<file path="src/rtl/bus_rr_arbiter.sv">
// N-source round-robin arbiter feeding a one-entry registered output (valid/ready both sides).
// Optional source lock (hold grant on one source across words) under BUS_ARB_LOCK_EN.
module bus_rr_arbiter #(
  parameter int unsigned DATA_W = 16,
  parameter int unsigned N_SRC  = 4,
  parameter int unsigned SEL_W  = $clog2(N_SRC)
) (
  input  logic                      clk,
  input  logic                      rst_n,
  input  logic [N_SRC-1:0]          in_valid,
  input  logic [N_SRC*DATA_W-1:0]   in_data,
  output logic [N_SRC-1:0]          in_ready,
  output logic                      out_valid,
  output logic [DATA_W-1:0]         out_data,
  output logic [SEL_W-1:0]          out_src,
  input  logic                      out_ready
`ifdef BUS_ARB_LOCK_EN
  ,
  input  logic [N_SRC-1:0]          in_lock
`endif
);

  localparam logic [0:0]       ST_EMPTY = 1'b0;
  localparam logic [0:0]       ST_FULL  = 1'b1;
  localparam logic [SEL_W-1:0] LAST_SRC = SEL_W'(N_SRC - 1);
  localparam logic [SEL_W:0]   N_WIDE   = (SEL_W + 1)'(N_SRC);

  logic [0:0]        state, state_nxt;
  logic [SEL_W-1:0]  ptr, ptr_nxt;
  logic [SEL_W-1:0]  gnt;
  logic              gnt_any;
  logic              can_load;
  logic              accept;
  logic [N_SRC-1:0]  elig;
  logic [DATA_W-1:0] gnt_data;

  // Modulo-N_SRC increment; explicit wrap so non-power-of-2 counts never overshoot.
  function automatic logic [SEL_W-1:0] wrap_inc(input logic [SEL_W-1:0] i);
    return (i == LAST_SRC) ? '0 : i + SEL_W'(1);
  endfunction

`ifdef BUS_ARB_LOCK_EN
  logic lock_hold, lock_hold_nxt;
  logic [N_SRC-1:0] ptr_mask;

  always_comb begin
    ptr_mask      = '0;
    ptr_mask[ptr] = 1'b1;
    elig          = lock_hold ? (in_valid & ptr_mask) : in_valid;
  end
`else
  assign elig = in_valid;
`endif

  // Scan ptr, ptr+1, ... wrapping at N_SRC; first eligible requester wins.
  always_comb begin
    logic [SEL_W:0]   sum;
    logic [SEL_W-1:0] cand;
    gnt     = ptr;
    gnt_any = 1'b0;
    sum     = '0;
    cand    = '0;
    for (int i = 0; i < int'(N_SRC); i++) begin
      sum = {1'b0, ptr} + (SEL_W + 1)'(i);
      if (sum >= N_WIDE) sum = sum - N_WIDE;
      cand = sum[SEL_W-1:0];
      if (!gnt_any && elig[cand]) begin
        gnt_any = 1'b1;
        gnt     = cand;
      end
    end
  end

  always_comb begin
    gnt_data = '0;
    for (int k = 0; k < int'(N_SRC); k++) begin
      if (gnt == SEL_W'(k)) gnt_data = in_data[k*DATA_W +: DATA_W];
    end
  end

  assign can_load  = (state == ST_EMPTY) || out_ready;
  assign accept    = gnt_any && can_load;
  assign out_valid = (state == ST_FULL);

  always_comb begin
    in_ready = '0;
    if (accept) in_ready[gnt] = 1'b1;
  end

  // Next state, pointer and lock.
  always_comb begin
    state_nxt = state;
    ptr_nxt   = ptr;
`ifdef BUS_ARB_LOCK_EN
    lock_hold_nxt = lock_hold;
`endif
    case (state)
      ST_EMPTY: if (accept) state_nxt = ST_FULL;
      ST_FULL:  if (out_ready && !accept) state_nxt = ST_EMPTY;
      default:  state_nxt = ST_EMPTY;
    endcase
`ifdef BUS_ARB_LOCK_EN
    if (accept) begin
      if (in_lock[gnt]) begin
        lock_hold_nxt = 1'b1;
        ptr_nxt       = gnt;
      end else begin
        lock_hold_nxt = 1'b0;
        ptr_nxt       = wrap_inc(gnt);
      end
    end else if (lock_hold && (state == ST_EMPTY) && !in_valid[ptr]) begin
      // Locked source walked away while idle: release and move on.
      lock_hold_nxt = 1'b0;
      ptr_nxt       = wrap_inc(ptr);
    end
`else
    if (accept) ptr_nxt = wrap_inc(gnt);
`endif
  end

  always_ff @(posedge clk or negedge rst_n) begin
    if (!rst_n) begin
      state <= ST_EMPTY;
      ptr   <= '0;
    end else begin
      state <= state_nxt;
      ptr   <= ptr_nxt;
    end
  end

`ifdef BUS_ARB_LOCK_EN
  always_ff @(posedge clk or negedge rst_n) begin
    if (!rst_n) lock_hold <= 1'b0;
    else        lock_hold <= lock_hold_nxt;
  end
`endif

  // Output word register; pops without reload simply leave stale data behind out_valid=0.
  always_ff @(posedge clk or negedge rst_n) begin
    if (!rst_n) begin
      out_data <= '0;
      out_src  <= '0;
    end else if (accept) begin
      out_data <= gnt_data;
      out_src  <= gnt;
    end
  end

endmodule

</file>
<file path="config.mk">
export PLATFORM = sky130hd
export DESIGN_NAME = bus_rr_arbiter
export DESIGN_NICKNAME = d
export VERILOG_FILES = /design/src/rtl/bus_rr_arbiter.sv
export SDC_FILE = /design/constraint.sdc
export NUM_CORES = 1
export LEC_CHECK = 0
export BUFFER_PORTS_ARGS = -buffer_cell sky130_fd_sc_hd__buf_2
export CORE_MARGIN = 4
export CORE_UTILIZATION = 47
export CTS_CLUSTER_DIAMETER = 50
export DETAILED_ROUTE_END_ITERATION = 8
export PLACE_DENSITY = 0.87
export SYNTH_ARGS = -nofsm -noshare
export SYNTH_HDL_FRONTEND = slang
export SYNTH_SLANG_ARGS = --single-unit
</file>
<file path="constraint.sdc">
create_clock -name clk -period 7.15 [get_ports clk]
set_clock_uncertainty 0.05 [all_clocks]
set_input_delay 1.7875 -clock clk [delete_from_list [all_inputs] [get_ports clk]]
set_output_delay 1.7875 -clock clk [all_outputs]
set_load 0.05 [all_outputs]
</file>
# After elaboration in Yosys (flattened, before gate mapping)
# Cells that the tools add are included.
[word_totals]
ff_bits = 21
elab_cells = 69
[op_classes]
n_addsub = 8
magnitude_cmp = 10
n_eq_ne = 3
muxes = 31
n_bitwise = 1
reduce_logical = 12
[op_table]
columns = ["cell", "count"]
rows = [
  ["two-way mux 16 bit", 4],
  ["two-way mux 2 bit", 9],
  ["less-than comparator 2 x 3 -> 1 bit (second input constant)", 5],
  ["two-way mux 1 bit", 11],
  [">= comparator 3 bit (second input constant)", 3],
  ["binary-select mux 1 bit (select 2 bit)", 4],
  ["subtractor 2 x 1 -> 2 bit (second input constant)", 4],
  ["adder 2 x 2 -> 3 bit (second input constant)", 2],
  ["logical AND 1 bit", 6],
  ["equality test 2 bit (second input constant)", 2],
  ["logical NOT 1 bit", 4],
  ["two-way mux 4 bit", 1],
  ["adder 2 x 1 -> 3 bit (second input constant)", 1],
  [">= comparator 2 x 3 -> 1 bit (second input constant)", 1],
  ["adder 2 x 1 -> 2 bit (second input constant)", 1],
  ["demux 1 bit (select 2 bit)", 1],
  ["equality test 2 x 1 -> 1 bit (second input constant)", 1],
  [">= comparator 2 x 1 -> 1 bit (second input constant)", 1],
  ["logical NOT 2 bit", 1],
  ["one-hot mux 1 bit (2 select lines)", 1],
  ["logical OR 1 bit", 1],
  ["NOT 1 bit", 1],
]

# Logic depth before layout (Yosys ltp)
# Gate-level depths: netlist of run 1.
[logic_depth]
word_depth = 19
mapped_depth = 9
ltp_nobuf = 7

# Worst setup path after synthesis of run 1
# Ideal clock, no wire load.
[synth_path]
path_kind = "input to output"
start = "input port in_valid[0]"
end = "output port in_ready[2]"
arrival_ps = 3632
t_required_ps = 5312
slack_ps = 1680
stages = 7
path_cell_list = "nor2b_1 or4_1 nand2_1 ha_1 clkbuf_1 clkbuf_1 and3_1"
[synth_via]
elab_chain_len = 17
word_cells_on_any_way = 29
[synth_rtl]
columns = ["element", "line_no", "text"]
rows = [
  ["from (decl)", "10", "input logic [N_SRC-1:0] in_valid,"],
  ["binary-select mux 1 bit (select 2 bit)", "67", "if (!gnt_any && elig[cand]) begin"],
  ["two-way mux 1 bit (not written as such)", "67", ""],
  ["two-way mux 1 bit", "67", ""],
  ["logical NOT 1 bit", "67", ""],
  ["logical AND 1 bit", "67", ""],
  ["two-way mux 1 bit", "67", ""],
  ["logical NOT 1 bit", "67", ""],
  ["logical AND 1 bit", "67", ""],
  ["[... 2 more ...]", "--", ""],
  ["logical AND 1 bit", "67", ""],
  ["two-way mux 2 bit *", "67", ""],
  ["via gnt[1]", "30", "logic [SEL_W-1:0] gnt;"],
  ["less-than comparator 2 x 3 -> 1 bit (not written as such) / >= comparator 2 x 1 -> 1 bit (equally long branches)", "87", "if (accept) in_ready[gnt] = 1'b1;"],
  ["logical AND 1 bit (not written as such)", "87", ""],
  ["two-way mux 1 bit (not written as such)", "87", ""],
  ["demux 1 bit (select 2 bit) *", "87", ""],
  ["two-way mux 4 bit *", "87", ""],
  ["to (decl)", "12", "output logic [N_SRC-1:0] in_ready,"],
]
# The timed path passes the listed nets; every way through them passes the cells marked *. The select of a mux whose other input is x is not followed.

# Worst setup path in the final report of run 1
[layout_path]
start = "input port in_valid[3]"
end = "output port in_ready[1]"
# The elaborated chain is that of the path after synthesis.

==> results of run 1 <==
layer usage:
metal	routed length, µm	vias to the layer above	GRT usage (%)
met3	302	4	2.39
li1	-	856	-
met1	1950	817	27.0
met2	2290	69	37.9
met4	42	0	4.66
met5	0	-	0
cells by family (layout without fill, tap and decap cells):
family          after synthesis  after routing  share of synthesized area (%)
simple gates                 52             52                           19.8
compound gates               75             75                           32.3
fa+ha+maj                     4              4                           3.23
mux                           1              1                          0.728
flops                        21             21                           34.0
buf+inv                      37            116                           10.0
cell usage after synthesis:
library cell   n  area [µm²]
nor3_1         1        5.00
nor2b_1        3        18.8
o21ba_2        1        10.0
nand3b_1      16         120
and2b_1        1        7.51
a211o_1        1        8.76
mux2_2         1        11.3
o32a_1         1        10.0
nand3_1        1        5.00
nor2_1         1        3.75
and2_1         1        6.26
o21ai_0        3        15.0
inv_1         17        63.8
and3b_1        1        8.76
a31oi_1       17         106
and2_4         1        8.76
buf_6          2        22.5
a21oi_1       33         165
clkbuf_1      17        63.8
o21a_1         1        7.51
or4_1          2        15.0
nand2b_1       2        12.5
o21bai_1       1        7.51
nand2_1       17        63.8
buf_2          1        5.00
and3_1         5        31.3
ha_1           4        50.1
a221o_1       16         160
o32ai_1        1        8.76
dfrtp_1       21         526
critical path: cells and delay by family:
| kind | cells | cell delay [ps] |
|---|---|---|
| buffers and inverters | 2 | 400 |
| adders and majority gates | 1 | 760 |
| AOI/OAI and AO/OA | 1 | 240 |
| and+or+nand+nor | 3 | 720 |
area by class of cell:
class                      instances  area, µm²  share of cell area [%]
clock inverter                     1       5.00                   0.248
timing repair buffer              95        480                    23.8
inverter                          17       63.8                    3.16
clock buffer                       3       22.5                    1.12
sequential                        21        526                    26.0
multi-input combinational        132        867                    42.9
tap                               44       55.1                    2.73
registers in the layout (all words and copies together) (netlist names):
name / count
out_data: 16
out_src: 2
out_valid: 1
ptr: 2
path summary, 6_finish.rpt:
check,start,end,slack [ps],cells past startpoint
setup / recovery,in_valid[3],in_ready[1],1400,7
min in group asynchronous,rst_n,out_data[12],1370,1
hold / removal,out_src[0],out_src[0],480,2
max in group asynchronous,rst_n,out_data[6],5360,1
setup reg to reg,ptr[1],out_data[11],4310,7
hold reg to reg,out_src[0],out_src[0],480,2
report_power, final:
part | internal [mW] | switching (mW) | total (mW) | leakage, nW
logic | 0.179 | 0.375 | 0.555 | 0.745
registers | 0.169 | 0.0304 | 0.200 | 0.240
clock network | 0.0208 | 0.0357 | 0.0565 | 0.0177
total | 0.369 | 0.441 | 0.811 | 1.00
per-stage QoR:
| stage | instance area [µm²] | util [%] | hold WS (ps) | total power, mW | setup slack, ps |
|---|---|---|---|---|---|
| floorplan | 1550 | - | 468 | 0.627 | 1680 |
| global placement | 1990 | 64.2 | 449 | 0.743 | 1570 |
| detailed placement | 1990 | 64.2 | 464 | 0.756 | 1400 |
| CTS | 2020 | 65.1 | 493 | 0.812 | 1400 |
| global route | 2020 | 65.1 | 527 | 0.866 | 1130 |
| finish | 2020 | 65.1 | 483 | 0.811 | 1400 |
==> run summary, run 1 <==
Cts bufs inserted - 3
Final Hold Viols - 0
FMAX - 174 MHz
Sink Count - 21
Vias per inst - 5.58
Final Max Slew Viols - 0
Slew headroom - 39.5%
Antenna diodes - 0
Dpl cells - 309
Nets - 345
CTS tree - built
CTS resizes - 0
Area of the mapped netlist - 0.00155 mm²
Root Driver - clkbuf_4
Crit-path max FO - 33
GRT Residual Overflow - 0
Slowest-stage cell, CP - ha_1
Cts hold-fix bufs - 0
Warnings from Yosys - 0
Post-CTS repair timing setup buffer count - 0
Setup TNS - 0 ps
Post-Syn Area per Cell - 8.15 µm²
Final setup fails - 0
Crit path time final - 5750 ps
Power Density - 402 mW/mm²
Least-Margin Pin Slew - 908 ps
Full die area - 0.00428 mm²
DR iter-0 viols - 113
Setup CP Type - input pin to output port
Num rows - 20
Fill cell count - 308
Max-cap violations - 0
Post-DRT Antenna Nets - 0
Drt drc - 0
Most frequent cells in the layout - buf_2, a21oi_1, dfrtp_1
Maximum vdd drop - 0.164 mV
Total global-route track usage - 21.1%
Crit. End Element - output port
IO Port Bufs - 93
Clock Tree Buf Depth - 2
Initial antenna violation count - 0
Routability Congestion - 0.793
Hpwl dp - 3550 µm
DR WL/cell - 14.7 µm
Yosys reg bits - 21
Die Span Y - 65.4 µm
Synth-to-layout area growth - 30.5%
Cell variety after synth - 30
Most common cell after layout, fill and taps aside - buf_2
HP Class - flip-flop to flip-flop
Largest net degree at the start of global routing - 34
Fraction of the yosys area taken by sequential cells - 34.0%
Vias in the first global route - 1631
Non-Filler Instances - 313
Synthesized netlist cell count - 190
First-pass GRT wire length - 7220 µm
Via count - 1746
WP data arrival - 3910 ps
Core Footprint - 0.00310 mm²
H-tree levels - 1
Share of cells above drive strength 1 - 37.9%
Crit start category - input pin
I/O Pins - 94
CP cell instances - buf_2 -> and2b_1 -> o21ai_0 -> and3_1 -> ha_1 -> and3_1 -> buf_2
Clk slew on worst S/H paths - 120 ps
RSZ-0062 raised after global routing - false
Status - complete, no violations
Pre-antenna DRT Iters - 4
Final Cycle Share - 80.4%
Worst-skew pair later-pin latency - 290 ps
Die Wd - 65.4 µm
CP peak stage delay - 760 ps
WP data required - 5310 ps
Syn_nets - 265
Cell leakage power - 1.00 nW
Starting Density - 49.9%
Total Wirelength - 4590 µm
Power figures use the tool's default switching activity.
==> inputs of run 2 (changes only) <==
- CORE_UTILIZATION: 47 -> 39
- PLACE_DENSITY: 0.87 -> 0.77
- clock period: 7.15 -> 5.1 ns (I/O delays scaled with it)
==> run summary, run 2 (synthesis results as in run 1) <==
Status - complete, no violations
Post-CTS repair timing setup buffer count - 0 (unchanged)
Cts bufs inserted - 3 (unchanged)
CTS tree - built
Sink Count - 21 (unchanged)
Reg2Reg Depth - 8 (+1)
Power Density - 570 mW/mm² (+42%)
WHS - 474 ps (-8.20 ps)
Share of cells above drive strength 1 - 38.2% (+0.32 points)
DR WL/cell - 14.6 µm (-0.33%)
Nets - 348 (+0.87%)
Max FFs per register - 16 (unchanged)
Num rows - 22 (+10%)
Slew headroom - 62.5% (+23 points)
CP peak stage delay - 510 ps (-250 ps)
Crit path time final - 4440 ps
GRT Residual Overflow - 0 (unchanged)
Drt drc - 0 (unchanged)
Max-cap violations - 0 (unchanged)
Final Cycle Share - 87.0%
Clock Tree Buf Depth - 2 (unchanged)
Hold endpoint - out_src[0]
Dpl cells - 316 (+2.3%)
Crit-path max FO - 17 (-48%)
Initial antenna violation count - 0 (unchanged)
Non-Filler Instances - 320 (+2.2%)
HP Class - flip-flop to flip-flop
Vias per inst - 5.38 (-3.6%)
Root Driver - clkbuf_8
Die Wd - 71.0 µm (+8.6%)
Worst reg-to-reg setup slack - 2480 ps (-1830 ps)
Via count - 1720 (-1.5%)
Hpwl dp - 3560 µm (+0.29%)
CTS resizes - 0 (unchanged)
Full die area - 0.00504 mm² (+18%)
Synth-to-layout area growth - 33.4%
Finished Core Util - 55.1% (-9.9 points)
Pre-antenna DRT Iters - 4 (unchanged)
H-tree levels - 1 (unchanged)
Top Family by Delay on Critical Path - simple AND/OR/NAND/NOR gates
IO Port Bufs - 93 (unchanged)
Antenna diodes - 0 (unchanged)
Crit. End Element - output port
Reg-to-Reg End - out_data[7]
Fill cell count - 388 (+26%)
Setup CP Type - input pin to output port
Final Max Slew Viols - 0 (unchanged)
Final Hold Viols - 0 (unchanged)
Die Span Y - 71.0 µm (+8.6%)
First-pass GRT wire length - 7280 µm (+0.76%)
Total Wirelength - 4670 µm (+1.9%)
DR iter-0 viols - 80 (-29%)
Largest net degree at the start of global routing - 33 (-2.9%)
Crit start category - input pin
Core Footprint - 0.00374 mm² (+21%)
WP data arrival - 3110 ps (-800 ps)
Setup TNS - 0 ps (unchanged)
Slowest-stage cell, CP - or4_1
WHS Path Cells - 2 (unchanged)
Largest regs - out_data: 16 flops, out_src: 2 flops, ptr: 2 flops
FMAX - 225 MHz
Clk slew on worst S/H paths - 70 ps (-50 ps)
WP data required - 3770 ps (-1540 ps)
WP buf/inv - 2 (unchanged)
I/O Pins - 94 (unchanged)
RSZ-0062 raised after global routing - false
Most used cell, CP - buf_2
Most frequent cells in the layout - buf_2, a21oi_1, dfrtp_1
CP cell instances - buf_2 -> and3b_1 -> or4_1 -> and2_1 -> ha_1 -> and3_1 -> buf_2
Cts hold-fix bufs - 0 (unchanged)
Worst-skew pair later-pin latency - 260 ps (-30 ps)
Vias in the first global route - 1500 (-8.0%)
Hold Startpoint - out_src[0]
Final setup fails - 0 (unchanged)
Reg2Reg Launch Point - ptr[1]
Maximum vdd drop - 0.184 mV (+12%)
Final total power - 1.18 mW (+45%)
Routability Congestion - 0.872 (+10%)
Least-Margin Pin Slew - 562 ps (-346 ps)
Starting Density - 41.3% (-8.5 points)
Most flop-heavy register - out_data
Post-DRT Antenna Nets - 0 (unchanged)
Cell leakage power - 1.02 nW (+1.9%)
Total global-route track usage - 18.0% (-3.1 points)
Most common cell after layout, fill and taps aside - buf_2
==> run 2: changes by cell type in the layout (fill, tap and decap cells not counted) <==
cell	delta
buf_4	+3
clkbuf_4	-3
clkbuf_8	+3
clkinv_2	-1
clkbuf_1	+1
==> run 2: how the worst max path moves through the flow <==
stage | startpoint | to | slack, ps | cells past startpoint
finish | in_valid[3] | in_ready[0] | 660 | 7
global route | in_valid[2] | in_ready[0] | 550 | 7
CTS | in_valid[3] | in_ready[0] | 650 | 7
detailed placement | in_valid[3] | in_ready[0] | 650 | 7
global placement | in_valid[0] | in_ready[0] | 650 | 7
floorplan | in_valid[0] | in_ready[2] | 660 | 7
==> run 2: cell type report <==
type | instances | area, µm² | share of cell area [%]
Clock buffer | 4 | 45.0 | 2.18
Inverter | 17 | 63.8 | 3.09
Multi-Input combinational cell | 132 | 867 | 42.0
Sequential cell | 21 | 526 | 25.5
Tap cell | 48 | 60.1 | 2.91
Timing Repair Buffer | 98 | 503 | 24.4
==> run 2: power by group <==
group / total (mW) / switching [mW] / internal (mW)
logic: 0.787 / 0.532 / 0.255
registers: 0.281 / 0.0431 / 0.238
clock network: 0.108 / 0.0522 / 0.0556
==> run 2: per-layer routing <==
layer | global-route usage, % | share of wire, % | up-vias
met5 | 0 | 0 | -
met4 | 6.05 | 1.8 | 0
met3 | 3.55 | 7.4 | 6
met2 | 28.1 | 46 | 70
met1 | 24.7 | 44 | 782
li1 | - | - | 862
==> run 2: per-stage QoR <==
step	cell area, µm²	worst slack, ps
2_1_floorplan	1550	655
3_3_place_gp	2020	654
3_5_place_dp	2020	652
4_1_cts	2060	648
5_1_grt	2060	550
6_report	2060	662
==> run 2: worst min-delay path, stage by stage (launching register included) <==
cell     delay [ps]
dfrtp_1         340
inv_1            40
o32ai_1          90
